===== config.mk =====
export PLATFORM = sky130hd
export DESIGN_NAME = user_au_audio_dma
export DESIGN_NICKNAME = d
export VERILOG_FILES = /design/src/rtl/user_au_pkg.sv /design/src/rtl/user_au_audio_dma_if.sv /design/src/rtl/user_au_audio_dma_fifo.sv /design/src/rtl/user_au_audio_dma.sv
export SDC_FILE = /design/constraint.sdc
export NUM_CORES = 1
export LEC_CHECK = 0
export CELL_PAD_IN_SITES_DETAIL_PLACEMENT = 1
export CELL_PAD_IN_SITES_GLOBAL_PLACEMENT = 1
export CORE_MARGIN = 1
export CORE_UTILIZATION = 45
export DETAILED_ROUTE_END_ITERATION = 7
export PLACE_DENSITY_LB_ADDON = 0.1
export SLEW_MARGIN = 10
export SYNTH_ARGS = -nofsm -noshare
export SYNTH_HDL_FRONTEND = slang
export SYNTH_SLANG_ARGS = --single-unit

===== constraint.sdc =====
create_clock -name clk_i -period 6.2 [get_ports clk_i]
set_clock_uncertainty 0.05 [all_clocks]
set_input_delay 1.86 -clock clk_i [delete_from_list [all_inputs] [get_ports clk_i]]
set_output_delay 1.86 -clock clk_i [all_outputs]
set_load 0.01 [all_outputs]

===== src/rtl/user_au_pkg.sv =====
// Shared types for the user-domain audio DMA.
// OBI bundles follow the user crossbar's 32-bit default layout.
package user_au_pkg;

  localparam int unsigned AuLenWidth = 16;
  localparam int unsigned AddrWidth  = 32;
  localparam int unsigned DataWidth  = 32;
  localparam int unsigned IdWidth    = 1;

  typedef enum logic [1:0] {
    IDLE,
    ARB,
    REQ,
    RSP
  } dma_state_e;

  typedef struct packed {
    logic [AddrWidth-1:0]   addr;
    logic                   we;
    logic [DataWidth/8-1:0] be;
    logic [DataWidth-1:0]   wdata;
    logic [IdWidth-1:0]     aid;
  } obi_a_chan_t;

  typedef struct packed {
    logic        req;
    obi_a_chan_t a;
  } obi_req_t;

  typedef struct packed {
    logic [DataWidth-1:0] rdata;
    logic                 err;
  } obi_r_chan_t;

  typedef struct packed {
    logic        gnt;
    logic        rvalid;
    obi_r_chan_t r;
  } obi_rsp_t;

  function automatic logic [31:0] sext16(logic [31:0] w);
    logic [31:0] r;
    r = w;
    r[31:16] = {16{w[15]}};
    return r;
  endfunction

endpackage


===== src/rtl/user_au_audio_dma_if.sv =====
// 32-bit valid/ready sample stream between the DMA core
// and its sample FIFOs.
interface user_au_audio_dma_if;

  logic [31:0] data;
  logic        valid;
  logic        ready;

  modport master (
    output data,
    output valid,
    input  ready
  );

  modport slave (
    input  data,
    input  valid,
    output ready
  );

endinterface


===== src/rtl/user_au_audio_dma_fifo.sv =====
// Sample FIFO, power-of-2 depth, synchronous reset and flush.
// Head data reads as zero while empty.
module user_au_audio_dma_fifo #(
  parameter int unsigned Depth = 4
) (
  input  logic                clk_i,
  input  logic                rst_ni,
  input  logic                flush_i,
  user_au_audio_dma_if.slave  push,
  user_au_audio_dma_if.master pop
);

  localparam int unsigned PtrW = $clog2(Depth);
  localparam logic [PtrW:0] FullCnt = (PtrW+1)'(Depth);

  logic [31:0]     mem_q [Depth];
  logic [PtrW-1:0] wptr_q;
  logic [PtrW-1:0] rptr_q;
  logic [PtrW:0]   cnt_q;
  logic            full;
  logic            empty;
  logic            do_push;
  logic            do_pop;

  assign full    = cnt_q == FullCnt;
  assign empty   = cnt_q == '0;
  assign do_pop  = pop.ready & ~empty;
  // a pop frees the slot a same-cycle push lands in
  assign do_push = push.valid & (~full | do_pop);

  assign push.ready = ~full;
  assign pop.valid  = ~empty;
  assign pop.data   = empty ? '0 : mem_q[rptr_q];

  always_ff @(posedge clk_i) begin
    if (!rst_ni || flush_i) begin
      wptr_q <= '0;
      rptr_q <= '0;
      cnt_q  <= '0;
    end else begin
      if (do_push) begin
        mem_q[wptr_q] <= push.data;
        wptr_q        <= wptr_q + 1'b1;
      end
      if (do_pop) begin
        rptr_q <= rptr_q + 1'b1;
      end
      if (do_push && !do_pop) begin
        cnt_q <= cnt_q + 1'b1;
      end else if (do_pop && !do_push) begin
        cnt_q <= cnt_q - 1'b1;
      end
    end
  end

endmodule


===== src/rtl/user_au_audio_dma.sv =====
// OBI manager moving 16-bit audio samples between memory
// and the effect chain, one outstanding transaction at a time.
module user_au_audio_dma
  import user_au_pkg::*;
#(
  parameter int unsigned FifoDepth = 4
) (
  input  logic                  clk_i,
  input  logic                  rst_ni,
  input  logic                  start_i,
  input  logic [AddrWidth-1:0]  src_addr_i,
  input  logic [AddrWidth-1:0]  dst_addr_i,
  input  logic [AuLenWidth-1:0] len_i,
  output logic                  busy_o,
  output logic                  done_o,
  output logic                  err_o,
  output obi_req_t              obi_req_o,
  input  obi_rsp_t              obi_rsp_i,
  output logic [31:0]           data_o,
  output logic                  valid_o,
  input  logic                  ready_i,
  input  logic [31:0]           data_i,
  input  logic                  valid_i,
  output logic                  ready_o
);

  user_au_audio_dma_if out_push ();
  user_au_audio_dma_if out_pop ();
  user_au_audio_dma_if in_push ();
  user_au_audio_dma_if in_pop ();

  dma_state_e            state_q;
  logic [AuLenWidth-1:0] len_q;
  logic [AuLenWidth-1:0] rd_cnt_q;
  logic [AuLenWidth-1:0] wr_cnt_q;
  logic [AuLenWidth-1:0] acc_cnt_q;
  logic [AddrWidth-1:0]  rd_addr_q;
  logic [AddrWidth-1:0]  wr_addr_q;
  logic                  rd_prio_q;

  logic                  rsp_ok;
  logic                  rsp_err;
  logic                  rd_ok;
  logic                  wr_ok;
  logic                  pick_rd;
  logic [AuLenWidth-1:0] rd_cnt_nxt;
  logic [AuLenWidth-1:0] wr_cnt_nxt;

  assign rsp_ok  = state_q == RSP && obi_rsp_i.rvalid
                && !obi_rsp_i.r.err;
  assign rsp_err = state_q == RSP && obi_rsp_i.rvalid
                && obi_rsp_i.r.err;

  assign rd_ok   = rd_cnt_q < len_q && out_push.ready;
  assign wr_ok   = wr_cnt_q < len_q && in_pop.valid;
  assign pick_rd = rd_ok && (!wr_ok || rd_prio_q);

  assign out_push.data  = sext16(obi_rsp_i.r.rdata);
  assign out_push.valid = rsp_ok && !obi_req_o.a.we;
  assign out_pop.ready  = ready_i;
  assign data_o         = out_pop.data;
  assign valid_o        = out_pop.valid;

  assign ready_o       = busy_o && in_push.ready
                      && acc_cnt_q != len_q;
  assign in_push.data  = data_i;
  assign in_push.valid = valid_i && ready_o;
  assign in_pop.ready  = rsp_ok && obi_req_o.a.we;

  assign rd_cnt_nxt = rd_cnt_q + AuLenWidth'(out_push.valid);
  assign wr_cnt_nxt = wr_cnt_q + AuLenWidth'(in_pop.ready);

  user_au_audio_dma_fifo #(
    .Depth (FifoDepth)
  ) i_out_fifo (
    .clk_i,
    .rst_ni,
    .flush_i (rsp_err),
    .push    (out_push),
    .pop     (out_pop)
  );

  user_au_audio_dma_fifo #(
    .Depth (FifoDepth)
  ) i_in_fifo (
    .clk_i,
    .rst_ni,
    .flush_i (rsp_err),
    .push    (in_push),
    .pop     (in_pop)
  );

  always_ff @(posedge clk_i) begin
    if (!rst_ni) begin
      state_q   <= IDLE;
      len_q     <= '0;
      rd_cnt_q  <= '0;
      wr_cnt_q  <= '0;
      acc_cnt_q <= '0;
      rd_addr_q <= '0;
      wr_addr_q <= '0;
      rd_prio_q <= 1'b1;
      busy_o    <= 1'b0;
      done_o    <= 1'b0;
      err_o     <= 1'b0;
      obi_req_o <= '0;
    end else begin
      done_o <= 1'b0;
      if (in_push.valid) begin
        acc_cnt_q <= acc_cnt_q + 1'b1;
      end
      unique case (state_q)
        IDLE: begin
          busy_o <= 1'b0;
          if (start_i && !busy_o) begin
            len_q     <= len_i;
            rd_addr_q <= src_addr_i;
            wr_addr_q <= dst_addr_i;
            rd_cnt_q  <= '0;
            wr_cnt_q  <= '0;
            acc_cnt_q <= '0;
            rd_prio_q <= 1'b1;
            err_o     <= 1'b0;
            busy_o    <= 1'b1;
            // empty transfer: one busy cycle carrying done
            if (len_i == '0) begin
              done_o <= 1'b1;
            end else begin
              state_q <= ARB;
            end
          end
        end
        ARB: begin
          if (rd_ok || wr_ok) begin
            state_q           <= REQ;
            rd_prio_q         <= !pick_rd;
            obi_req_o.req     <= 1'b1;
            obi_req_o.a.we    <= !pick_rd;
            obi_req_o.a.be    <= 4'hF;
            obi_req_o.a.aid   <= '0;
            obi_req_o.a.addr  <= pick_rd ? rd_addr_q : wr_addr_q;
            obi_req_o.a.wdata <= pick_rd ? '0 : sext16(in_pop.data);
          end
        end
        REQ: begin
          if (obi_rsp_i.gnt) begin
            obi_req_o.req <= 1'b0;
            state_q       <= RSP;
          end
        end
        RSP: begin
          if (rsp_err) begin
            err_o   <= 1'b1;
            done_o  <= 1'b1;
            busy_o  <= 1'b0;
            state_q <= IDLE;
          end else if (rsp_ok) begin
            rd_cnt_q <= rd_cnt_nxt;
            wr_cnt_q <= wr_cnt_nxt;
            if (obi_req_o.a.we) begin
              wr_addr_q <= wr_addr_q + 32'd4;
            end else begin
              rd_addr_q <= rd_addr_q + 32'd4;
            end
            if (rd_cnt_nxt == len_q && wr_cnt_nxt == len_q) begin
              done_o  <= 1'b1;
              busy_o  <= 1'b0;
              state_q <= IDLE;
            end else begin
              state_q <= ARB;
            end
          end
        end
        default: state_q <= IDLE;
      endcase
    end
  end

endmodule


# [Word-level counts from Yosys, hierarchy flattened]
# Memories as Yosys holds them, arrays and structs flattened. A register that Yosys moved wholly into a read port is not among the register bits.
# Cells that the tools add are included.
[op_classes] n_addsub=13 n_lt_le_gt_ge=2 n_eq_ne=19 n_mux=66 bitwise_logic=10 reduce_logical=49
[ops] cell="2-to-1 mux 32 bit" count=11
[ops] cell="2-to-1 mux 16 bit" count=9
[ops] cell="case mux 32 bit (2 select lines)" count=2
[ops] cell="2-to-1 mux 71 bit" count=1
[ops] cell="adder 32 x 3 -> 32 bit (second input constant)" count=2
[ops] cell="case mux 16 bit (2 select lines)" count=2
[ops] cell="adder 16 x 1 -> 16 bit" count=2
[ops] cell="equality test 16 bit" count=2
[ops] cell="< comparator 16 bit" count=2
[ops] cell="2-to-1 mux 1 bit" count=21
[ops] cell="2-to-1 mux 2 bit" count=10
[ops] cell="logical AND 1 bit" count=17
[ops] cell="adder 16 x 1 -> 16 bit (second input constant)" count=1
[ops] cell="logical NOT 16 bit" count=1
[ops] cell="inequality test 16 bit" count=1
[ops] cell="inequality test 2 bit (second input constant)" count=8
[ops] cell="AND reduction 5 bit" count=3
[ops] cell="2-to-1 mux 3 bit" count=4
[ops] cell="AND reduction 3 bit" count=4
[ops] cell="logical NOT 1 bit" count=10
[ops] cell="case mux 1 bit (2 select lines)" count=5
[ops] cell="nonzero test 2 bit" count=5
[ops] cell="adder 2 x 1 -> 2 bit (second input constant)" count=4
[ops] cell="case mux 2 bit (4 select lines)" count=1
[ops] cell="other kinds (16)" count=31
[totals] regBits=215 mem_bits_rw=256 inputBits=152 output_inout_bits=108 word_cells=183 memories=2
[memory_table] name="i_in_fifo.mem_q" words=4 word_bits=32 rd=1 rd_clocked_by_memory_dff=1 wr=1 line="user_au_audio_dma_fifo.sv:16" text="logic [31:0] mem_q [Depth];"
[memory_table] name="i_out_fifo.mem_q" words=4 word_bits=32 rd=1 rd_clocked_by_memory_dff=1 wr=1 line="user_au_audio_dma_fifo.sv:16"

# [Depth between registers and ports, before layout]
# Gate-level depths: netlist of the first run.
[logic_depth] ltp_word=11 mapped_depth=12 depth_no_buf=12

# [By module]
# A second synthesis of the first run with hierarchy kept.
[hier_totals] hier_cells=1924 area_unflattened_um2=21672.0
[by_module_without_submodules] module="user_au_audio_dma" instances=1 cells_each=1416 area_each_um2=11061.9 seq_area_each_um2=3703.6
[by_module_without_submodules] module="user_au_audio_dma_fifo (i_out_fifo)" instances=1 cells_each=254 area_each_um2=5306.3 seq_area_each_um2=4023.9
[by_module_without_submodules] module="user_au_audio_dma_fifo (i_in_fifo)" instances=1 cells_each=254 area_each_um2=5303.8 seq_area_each_um2=4023.9

# [Worst setup path before layout of the first run]
# OpenSTA, ideal clock, no wires.
[synth_path] path_kind="input to register" startpoint="in obi_rsp_i[33] in the netlist's numbering" endpoint="reg state_q[0]" setup_ps=132 arrival_ps=4414 t_required_ps=6018 slack_ps=1604 path_stages=12 n_path_buf=1 path_cell_list="buf_2 -> nand3b_1 -> nor2_1 -> ha_1 -> ha_1 -> xor2_1 -> or3_1 -> a221oi_2 -> nand4_1 -> or4_1 -> nor4_2 -> a21oi_1"
[synth_via] elab_chain_len=10 elab_cells_between_ends=16 cone_classes="add/sub: 2; eq/ne: 3; mux: 4; reduce/logical: 7"
[synth_lines] element="start: declaration" line="user_au_audio_dma.sv:18" text="input obi_rsp_t obi_rsp_i,"
[synth_lines] element="logical AND 1 bit (*)" line="user_au_audio_dma.sv:49, user_au_audio_dma.sv:51"
[synth_lines] element="logical AND 1 bit" line="user_au_audio_dma.sv:50" text="&& !obi_rsp_i.r.err;"
[synth_lines] element="logical AND 1 bit, on equally long branches" line="user_au_audio_dma.sv:59, user_au_audio_dma.sv:68"
[synth_lines] element="adder 16 x 1 -> 16 bit, on equally long branches" line="user_au_audio_dma.sv:70, user_au_audio_dma.sv:71"
[synth_lines] element="equality test 16 bit" line="user_au_audio_dma.sv:165" text="if (rd_cnt_nxt == len_q && wr_cnt_nxt == len_q) begin"
[synth_lines] element="logical AND 1 bit" line="user_au_audio_dma.sv:165"
[synth_lines] element="2-to-1 mux 1 bit" line="user_au_audio_dma.sv:165"
[synth_lines] element="2-to-1 mux 2 bit" line="user_au_audio_dma.sv:157" text="end else if (rsp_ok) begin"
[synth_lines] element="2-to-1 mux 2 bit" line="user_au_audio_dma.sv:152" text="if (rsp_err) begin"
[synth_lines] element="case mux 2 bit (4 select lines)" line="user_au_audio_dma.sv:112" text="unique case (state_q)"
[synth_lines] element="end signal: assignment" line="user_au_audio_dma.sv:156" text="state_q <= IDLE;"
[synth_lines] element="end signal: assignment" line="user_au_audio_dma.sv:168" text="state_q <= IDLE;"
[synth_lines] element="end signal: assignment" line="user_au_audio_dma.sv:170" text="state_q <= ARB;"
[synth_lines] element="end: declaration" line="user_au_audio_dma.sv:32" text="dma_state_e state_q;"
# Every way passes the cells marked *; elsewhere a longest branch is shown, timed or not. The select of a mux whose other input is x is not followed.
# A chain may end at the register's enable or synchronous reset.

# [Worst setup path in the final report of the first run]
[layout_path] startpoint="in obi_rsp_i[0] in the netlist's numbering" endpoint="reg busy_o"
[layout_via] elab_chain_len=8 elab_cells_between_ends=15 cone_classes="add/sub: 2; eq/ne: 4; mux: 2; reduce/logical: 7"
[layout_lines] element="logical NOT 1 bit" line="user_au_audio_dma.sv:50"
[layout_lines] element="logical AND 1 bit" line="user_au_audio_dma.sv:50"
[layout_lines] element="logical AND 1 bit, on equally long branches" line="user_au_audio_dma.sv:59, user_au_audio_dma.sv:68"
[layout_lines] element="adder 16 x 1 -> 16 bit, on equally long branches" line="user_au_audio_dma.sv:70, user_au_audio_dma.sv:71"
[layout_lines] element="equality test 16 bit" line="user_au_audio_dma.sv:165"
[layout_lines] element="logical AND 1 bit" line="user_au_audio_dma.sv:165"
[layout_lines] element="inequality test 3 x 1 -> 1 bit (no source line)"
[layout_lines] element="AND reduction 3 bit (no source line)"
[layout_lines] element="end signal: assignment" line="user_au_audio_dma.sv:124" text="busy_o <= 1'b1;"
[layout_lines] element="end signal: assignment" line="user_au_audio_dma.sv:155" text="busy_o <= 1'b0;"
[layout_lines] element="end signal: assignment" line="user_au_audio_dma.sv:167" text="busy_o <= 1'b0;"
[layout_lines] element="end: declaration" line="user_au_audio_dma.sv:14" text="output logic busy_o,"
# Parallel ways exist; a longest one is shown, timed or not.

==> results.toml, run 1 <==
[outcome]
run_status = "completed"

[placed_design]
placement.io_buffers = 226
gp_routability_congestion = 0.886
detailed_place_hpwl_um = 35900
numPlacedInstances = 2336
dpl-instance-area_um2 = 19200

[clocking]
cts.root.buffer_cell = "sky130_fd_sc_hd__clkbuf_16"
hold_buffers = 0
cts.sinks = 331
clock_latency_ns = 0.56
clk_pin_slew_worst_paths_ns = 0.06
post-cts-setup-buffer-count = 0
ctsResizeCount = 0
cts_made_buffers = 38
cts_max_level = 2
cts_tree = "done"
cts_max_path_buffers = 3

[final_layout]
syn_to_final_growth_pct = 21.7
final-instance-count-excl-fill = 2408
post_route_cells_drive_above_1_share = 0.0805
multi_input_comb_area_um2 = 8110
final.fill_count = 4039
final_net_count = 2117
sequential_cell_area_um2 = 7910
fin_util = 0.559
final_design_area_no_fill_um2 = 20600

[critical_path]
critPathLaunchType = "primary input"
cp.required_ns = 6.56
worst-r2r-cell-count = 10
worstSetupEndpointType = "flip-flop"
crit_type = "in -> reg"
cp_common_cell = "sky130_fd_sc_hd__ha_1"
crit_chain = "clkdlybuf4s50_1, nand3b_1, nor2_1, ha_1, ha_1, xor2_1, or3_1, a221oi_2, nand4_1, or4_1, nor4_2, buf_4, o41ai_1"
critical_path.top_delay_family = "simple AND/OR/NAND/NOR gates"
crit_arrival_ns = 5.34
critPathMaxFanout = 6
worst_path_largest_cell_delay_ns = 0.45
worst_path_max_delay_cell = "sky130_fd_sc_hd__or4_1"
rrSetupSlack_ns = 2.05
reg2reg_from = "len_q[9]"
reg2reg_to = "obi_req_o[43]"
timing.critical_path.buf_inv = 2

[route]
route.detailed.drc = 0
drt-initial-drc-count = 799
finalWirelength_um = 52800
detailedRoute.firstPassIterationCount = 7
remaining_antenna_violation_count = 0
via_count = 14326
wl_per_cell_um = 21.9
routed_via_density = 5.95

[global_route]
pin_count_of_the_biggest_net_entering_global_routing = 102
grt_pass1_wl_um = 81900
first_global_vias = 14724
grt_util_all_layers = 0.272
global_route_total_overflow = 0
grt_antenna_before_repair = 7

[logic_synthesis]
number_of_distinct_library_cells_after_synthesis = 79
synth_top_area_cell = "sky130_fd_sc_hd__dfxtp_1"
asr_flop_ratio_synth = 0
synth.top_cell.area_share = 0.241
post_synth_main_area_contributors = "sky130_fd_sc_hd__dfxtp_1 (24%), sky130_fd_sc_hd__edfxtp_1 (23%), sky130_fd_sc_hd__nand2_1 (5.5%)"
synth.yosys.seq_area_share = 0.468
synth.avg_cell_area_um2 = 9.57
synthesis.yosys.warnings = 0
synth-main-ff-cell = "sky130_fd_sc_hd__dfxtp_1"
synthesis.nets = 1973
synth_common_cells = "sky130_fd_sc_hd__nand2_1 (246), sky130_fd_sc_hd__dfxtp_1 (203), sky130_fd_sc_hd__a21oi_1 (146)"
synth.ff_latch_count = 331
post_synth_instance_area_um2 = 16900
post_synth_inst_count = 1764
post-synth-top-count-cell = "sky130_fd_sc_hd__nand2_1"
synth_enable_flop_cells = 128

[floorplanning]
floorplan.die_area_um2 = 38300
initial_utilization = 0.459
chipHeight_um = 196
fp.dieW_um = 196
floorplan.rows = 70
core_area_um2 = 36800
boundaryPins = 260

[power_and_ir_drop]
power_frac_seq = 0.352
power_switching_share = 0.385
p_int_mw = 5.37
max-vdd-ir-drop_mv = 0.348
clkPwrFrac = 0.274
power_density_nw_per_um2 = 425
power.net_switching_mw = 3.36
p_leak_nw = 7.08
power.combinational.fraction = 0.374

[sta]
f_max_mhz = 201
fin_crit_ns = 4.98
setup-violations-final = 0
transition_time_at_the_pin_with_the_least_slew_margin_ns = 1.26
setup_tns_ns = 0
slew_viol_final = 0
finalHoldViolCount = 0
grt_setup_unrepaired = "false"
hold_ws_ns = 0.424
final.period_utilization = 0.803
max_slew_margin = 0.162

[worst_hold_path]
hold_start = "obi_req_o[12]"
worst_hold_path.num_cells = 2
worst_hold_path_type = "reg -> reg"
whs_endpoint = "obi_req_o[12]"

[run]
max-cap-violations = 0
[worst max path at each step]
stage | from | endpoint | depth (start not counted)
global placement | obi_rsp_i[0] | busy_o | 13
detailed placement | obi_rsp_i[0] | busy_o | 13
finish | obi_rsp_i[0] | busy_o | 13
CTS | obi_rsp_i[33] | busy_o | 13
global route | obi_rsp_i[0] | busy_o | 13
floorplan | obi_rsp_i[33] | state_q[0] | 12
[flip-flops by register name, indices dropped and copies added (netlist names), 16 cells and up, named ones only]
signal and flops:
rd_cnt_q 16, i_in_fifo.mem_q 64, i_out_fifo.mem_q 64, rd_addr_q 32
wr_cnt_q 16, acc_cnt_q 16, wr_addr_q 32, len_q 16
obi_req_o 51
[layer usage]
layer  up-vias  GRT usage  wire length, um
met4         8     0.0929             1370
met5         -          0               57
met2       372      0.463            25500
met1      7105      0.348            22900
met3        93     0.0495             2980
li1       6748          -                -
[worst reg2reg max path, cell delays in order (launching register included)]
cell                       delay (ns)
sky130_fd_sc_hd__dfxtp_1         0.51
sky130_fd_sc_hd__inv_1           0.16
sky130_fd_sc_hd__ha_1            0.33
sky130_fd_sc_hd__a211oi_1        0.25
sky130_fd_sc_hd__o22ai_1         0.12
sky130_fd_sc_hd__or3_1           0.37
sky130_fd_sc_hd__o21a_1          0.28
sky130_fd_sc_hd__o21ai_2         0.15
sky130_fd_sc_hd__buf_4           0.40
sky130_fd_sc_hd__and2_2          1.07
sky130_fd_sc_hd__a311oi_1        0.25
[power by group through the flow]
stage | Combinational [mW] | Clock (mW) | Sequential, mW
after floorplan | 2.07 | 0 | 2.96
after global placement | 3.13 | 0 | 3.09
after detailed placement | 3.24 | 0 | 3.11
after CTS | 3.26 | 2.43 | 3.07
after global routing | 3.55 | 2.51 | 3.13
final | 3.26 | 2.39 | 3.08
[metrics by stage]
stage	worst slack, ns	total power [mW]
4_1_cts	1.25	8.77
3_3_place_gp	0.724	6.22
2_1_floorplan	1.60	5.03
3_5_place_dp	0.667	6.35
6_report	1.22	8.73
5_1_grt	1.06	9.19
[placed cells by master (no fill, tap or decap), types with 12 or more instances in the layout]
cell                              netlist  layout
sky130_fd_sc_hd__nand2_1              246     246
sky130_fd_sc_hd__clkdlybuf4s50_1        0     225
sky130_fd_sc_hd__dfxtp_1              203     203
sky130_fd_sc_hd__a21oi_1              146     144
sky130_fd_sc_hd__nor2_1               134     133
sky130_fd_sc_hd__edfxtp_1             128     128
sky130_fd_sc_hd__o21ai_0               73      73
sky130_fd_sc_hd__nand3_1               59      59
sky130_fd_sc_hd__ha_1                  55      54
sky130_fd_sc_hd__nor3_1                45      45
sky130_fd_sc_hd__xnor2_1               41      41
sky130_fd_sc_hd__inv_1                 40      39
sky130_fd_sc_hd__clkbuf_16              0      39
sky130_fd_sc_hd__a311oi_1              33      33
sky130_fd_sc_hd__mux4_2                32      32
sky130_fd_sc_hd__and3_1                30      30
sky130_fd_sc_hd__o22ai_1               29      29
sky130_fd_sc_hd__nand4_1               28      28
sky130_fd_sc_hd__buf_4                 36      28
sky130_fd_sc_hd__and2_1                25      24
sky130_fd_sc_hd__xor2_1                24      24
sky130_fd_sc_hd__a22oi_1               22      22
sky130_fd_sc_hd__mux2i_1               19      19
sky130_fd_sc_hd__or3_1                 16      16
sky130_fd_sc_hd__a211oi_1              14      14
sky130_fd_sc_hd__nor4_1                13      13
sky130_fd_sc_hd__o21a_1                12      12
[logic make-up after synthesis]
group           after synthesis  synth area share
mux                          57            0.0579
other cells                   1          0.000222
xor+xnor                     65            0.0337
compound gates              412             0.157
buf+inv                     190            0.0542
flops                       331             0.468
fa+ha+maj                    57            0.0431
simple gates                651             0.185
[area by class of cell]
| cell class | instances | area share |
|---|---|---|
| multi-input combinational | 1243 | 0.395 |
| sequential | 331 | 0.385 |
| timing repair buffer | 254 | 0.120 |
| clock buffer | 59 | 0.0565 |
| tap | 468 | 0.0285 |
| clock inverter | 10 | 0.00797 |
| inverter | 40 | 0.00743 |
| antenna | 3 | 0.000365 |
No activity file was read; power rests on OpenSTA's default activity.
==> run 2: changes to the inputs <==
CORE_UTILIZATION = 42   (was 45)
clock period = 5.1 ns   (was 6.2 ns; I/O delays follow)
==> results.toml, run 2 (same netlist as run 1, synthesis figures left out) <==
[outcome]
run_status = "completed"

[sta]
final.period_utilization = 0.916
setup-violations-final = 0
slew_viol_final = 0
hold_ws_ns = 0.424
grt_setup_unrepaired = "false"
max_slew_margin = 0.248
finalHoldViolCount = 0
transition_time_at_the_pin_with_the_least_slew_margin_ns = 1.13
fin_crit_ns = 4.67
setup_tns_ns = 0
final_critical_path_setup_slack_ns = 0.430
f_max_mhz = 214

[floorplanning]
chipHeight_um = 203
fp.dieW_um = 203
boundaryPins = 260
initial_utilization = 0.425
core_area_um2 = 39700
floorplan.die_area_um2 = 41000
floorplan.rows = 73

[global_route]
grt_antenna_before_repair = 5
grt_most_used_layer = "met2"
grt_util_all_layers = 0.254
grt_util_met1 = 0.335
first_global_vias = 14652
grt_pass1_wl_um = 82000
pin_count_of_the_biggest_net_entering_global_routing = 103
use_met2 = 0.418
global_route_total_overflow = 0
grt.met3_usage = 0.0472

[final_layout]
syn_to_final_growth_pct = 23.8
final.fill_count = 4379
fin_util = 0.526
final_common_cell = "sky130_fd_sc_hd__nand2_1"
final_net_count = 2145
layout_top_registers = "i_in_fifo.mem_q: 64 flops, i_out_fifo.mem_q: 64 flops, obi_req_o: 51 flops"
final_design_area_no_fill_um2 = 20900
final-instance-count-excl-fill = 2493
post_route_cells_drive_above_1_share = 0.0981
layout.cells.most_common_list = "sky130_fd_sc_hd__nand2_1 (246), sky130_fd_sc_hd__clkdlybuf4s50_1 (225), sky130_fd_sc_hd__dfxtp_1 (203), sky130_fd_sc_hd__a21oi_1 (144), sky130_fd_sc_hd__nor2_1 (133)"

[clocking]
post-cts-setup-buffer-count = 0
cts.root.buffer_cell = "sky130_fd_sc_hd__clkbuf_16"
cts_max_level = 2
cts.sinks = 331
clk_pin_slew_worst_paths_ns = 0.06
cts_max_path_buffers = 3
clock_latency_ns = 0.56
hold_buffers = 0
cts_tree = "done"
cts_made_buffers = 39
ctsResizeCount = 0

[power_and_ir_drop]
total_power_mw = 10.7
p_leak_nw = 7.24
power_density_nw_per_um2 = 514
max-vdd-ir-drop_mv = 0.340

[route]
drt-initial-drc-count = 820
via_count = 14384
remaining_antenna_violation_count = 0
detailedRoute.firstPassIterationCount = 5
finalWirelength_um = 52300
routed_via_density = 5.77
wl_per_cell_um = 21.0
route.detailed.drc = 0

[placed_design]
dpl-instance-area_um2 = 19500
preCtsSetupSlack_ns = -0.120
detailed_place_hpwl_um = 36200
gp_routability_congestion = 0.865
numPlacedInstances = 2420
placement.io_buffers = 226

[critical_path]
crit_arrival_ns = 5.07
critPathLaunchType = "primary input"
critPathMaxFanout = 4
crit_type = "in -> reg"
cp.required_ns = 5.50
worstSetupEndpointType = "flip-flop"

[run]
max-cap-violations = 0

[worst_hold_path]
worst_hold_path_type = "reg -> reg"
[run 2: cell types whose count changed in the layout (fill, tap and decap cells not counted), moves of 3 or more]
cell,change
sky130_fd_sc_hd__clkinv_2,+5
sky130_fd_sc_hd__clkbuf_8,-3
sky130_fd_sc_hd__clkinvlp_4,+3
sky130_fd_sc_hd__buf_4,+26
sky130_fd_sc_hd__clkbuf_1,-4
sky130_fd_sc_hd__clkinv_1,-3
[run 2: area by class of cell]
type / instances / area [um2] / share of cell area
diodes: 1 / 2.50 / 0.000120
clock buffers: 53 / 1130 / 0.0540
clock inverters: 19 / 267 / 0.0127
inverters: 40 / 153 / 0.00730
multi-input cells: 1243 / 8110 / 0.388
flip-flops and latches: 331 / 7910 / 0.378
well taps: 525 / 657 / 0.0314
repair buffers: 281 / 2680 / 0.128
[run 2: per-layer routing]
metal	wire (um)	share of wire
met2	24800	0.47
met4	1340	0.026
met5	37	0.00071
met3	2980	0.057
met1	23100	0.44
[run 2: where the power goes]
| group | switching, mW | total, mW | internal [mW] |
|---|---|---|---|
| Sequential | 0.541 | 3.72 | 3.18 |
| Combinational | 2.40 | 4.01 | 1.60 |
| Clock | 1.16 | 3.02 | 1.86 |
| Total | 4.10 | 10.7 | 6.65 |
[run 2: final timing paths]
| kind | startpoint | endpoint | slack (ns) | cells after the start |
|---|---|---|---|---|
| setup / recovery | obi_rsp_i[0] | done_o | 0.43 | 15 |
| hold / removal | obi_req_o[7] | obi_req_o[7] | 0.42 | 2 |
| setup reg to reg | state_q[1] | done_o | 1.22 | 15 |
| hold reg to reg | obi_req_o[7] | obi_req_o[7] | 0.42 | 2 |
[run 2: worst max-delay path, stage by stage]
cell	delay, ns
sky130_fd_sc_hd__clkdlybuf4s50_1	0.42
sky130_fd_sc_hd__nand3b_1	0.31
sky130_fd_sc_hd__nor2_1	0.29
sky130_fd_sc_hd__ha_1	0.23
sky130_fd_sc_hd__ha_1	0.24
sky130_fd_sc_hd__buf_4	0.15
sky130_fd_sc_hd__nand2_1	0.10
sky130_fd_sc_hd__nor3_1	0.43
sky130_fd_sc_hd__buf_4	0.23
sky130_fd_sc_hd__nand2_1	0.10
sky130_fd_sc_hd__xor2_1	0.27
sky130_fd_sc_hd__mux2i_1	0.29
sky130_fd_sc_hd__nor4_2	0.08
sky130_fd_sc_hd__buf_4	0.15
sky130_fd_sc_hd__o31a_1	0.26
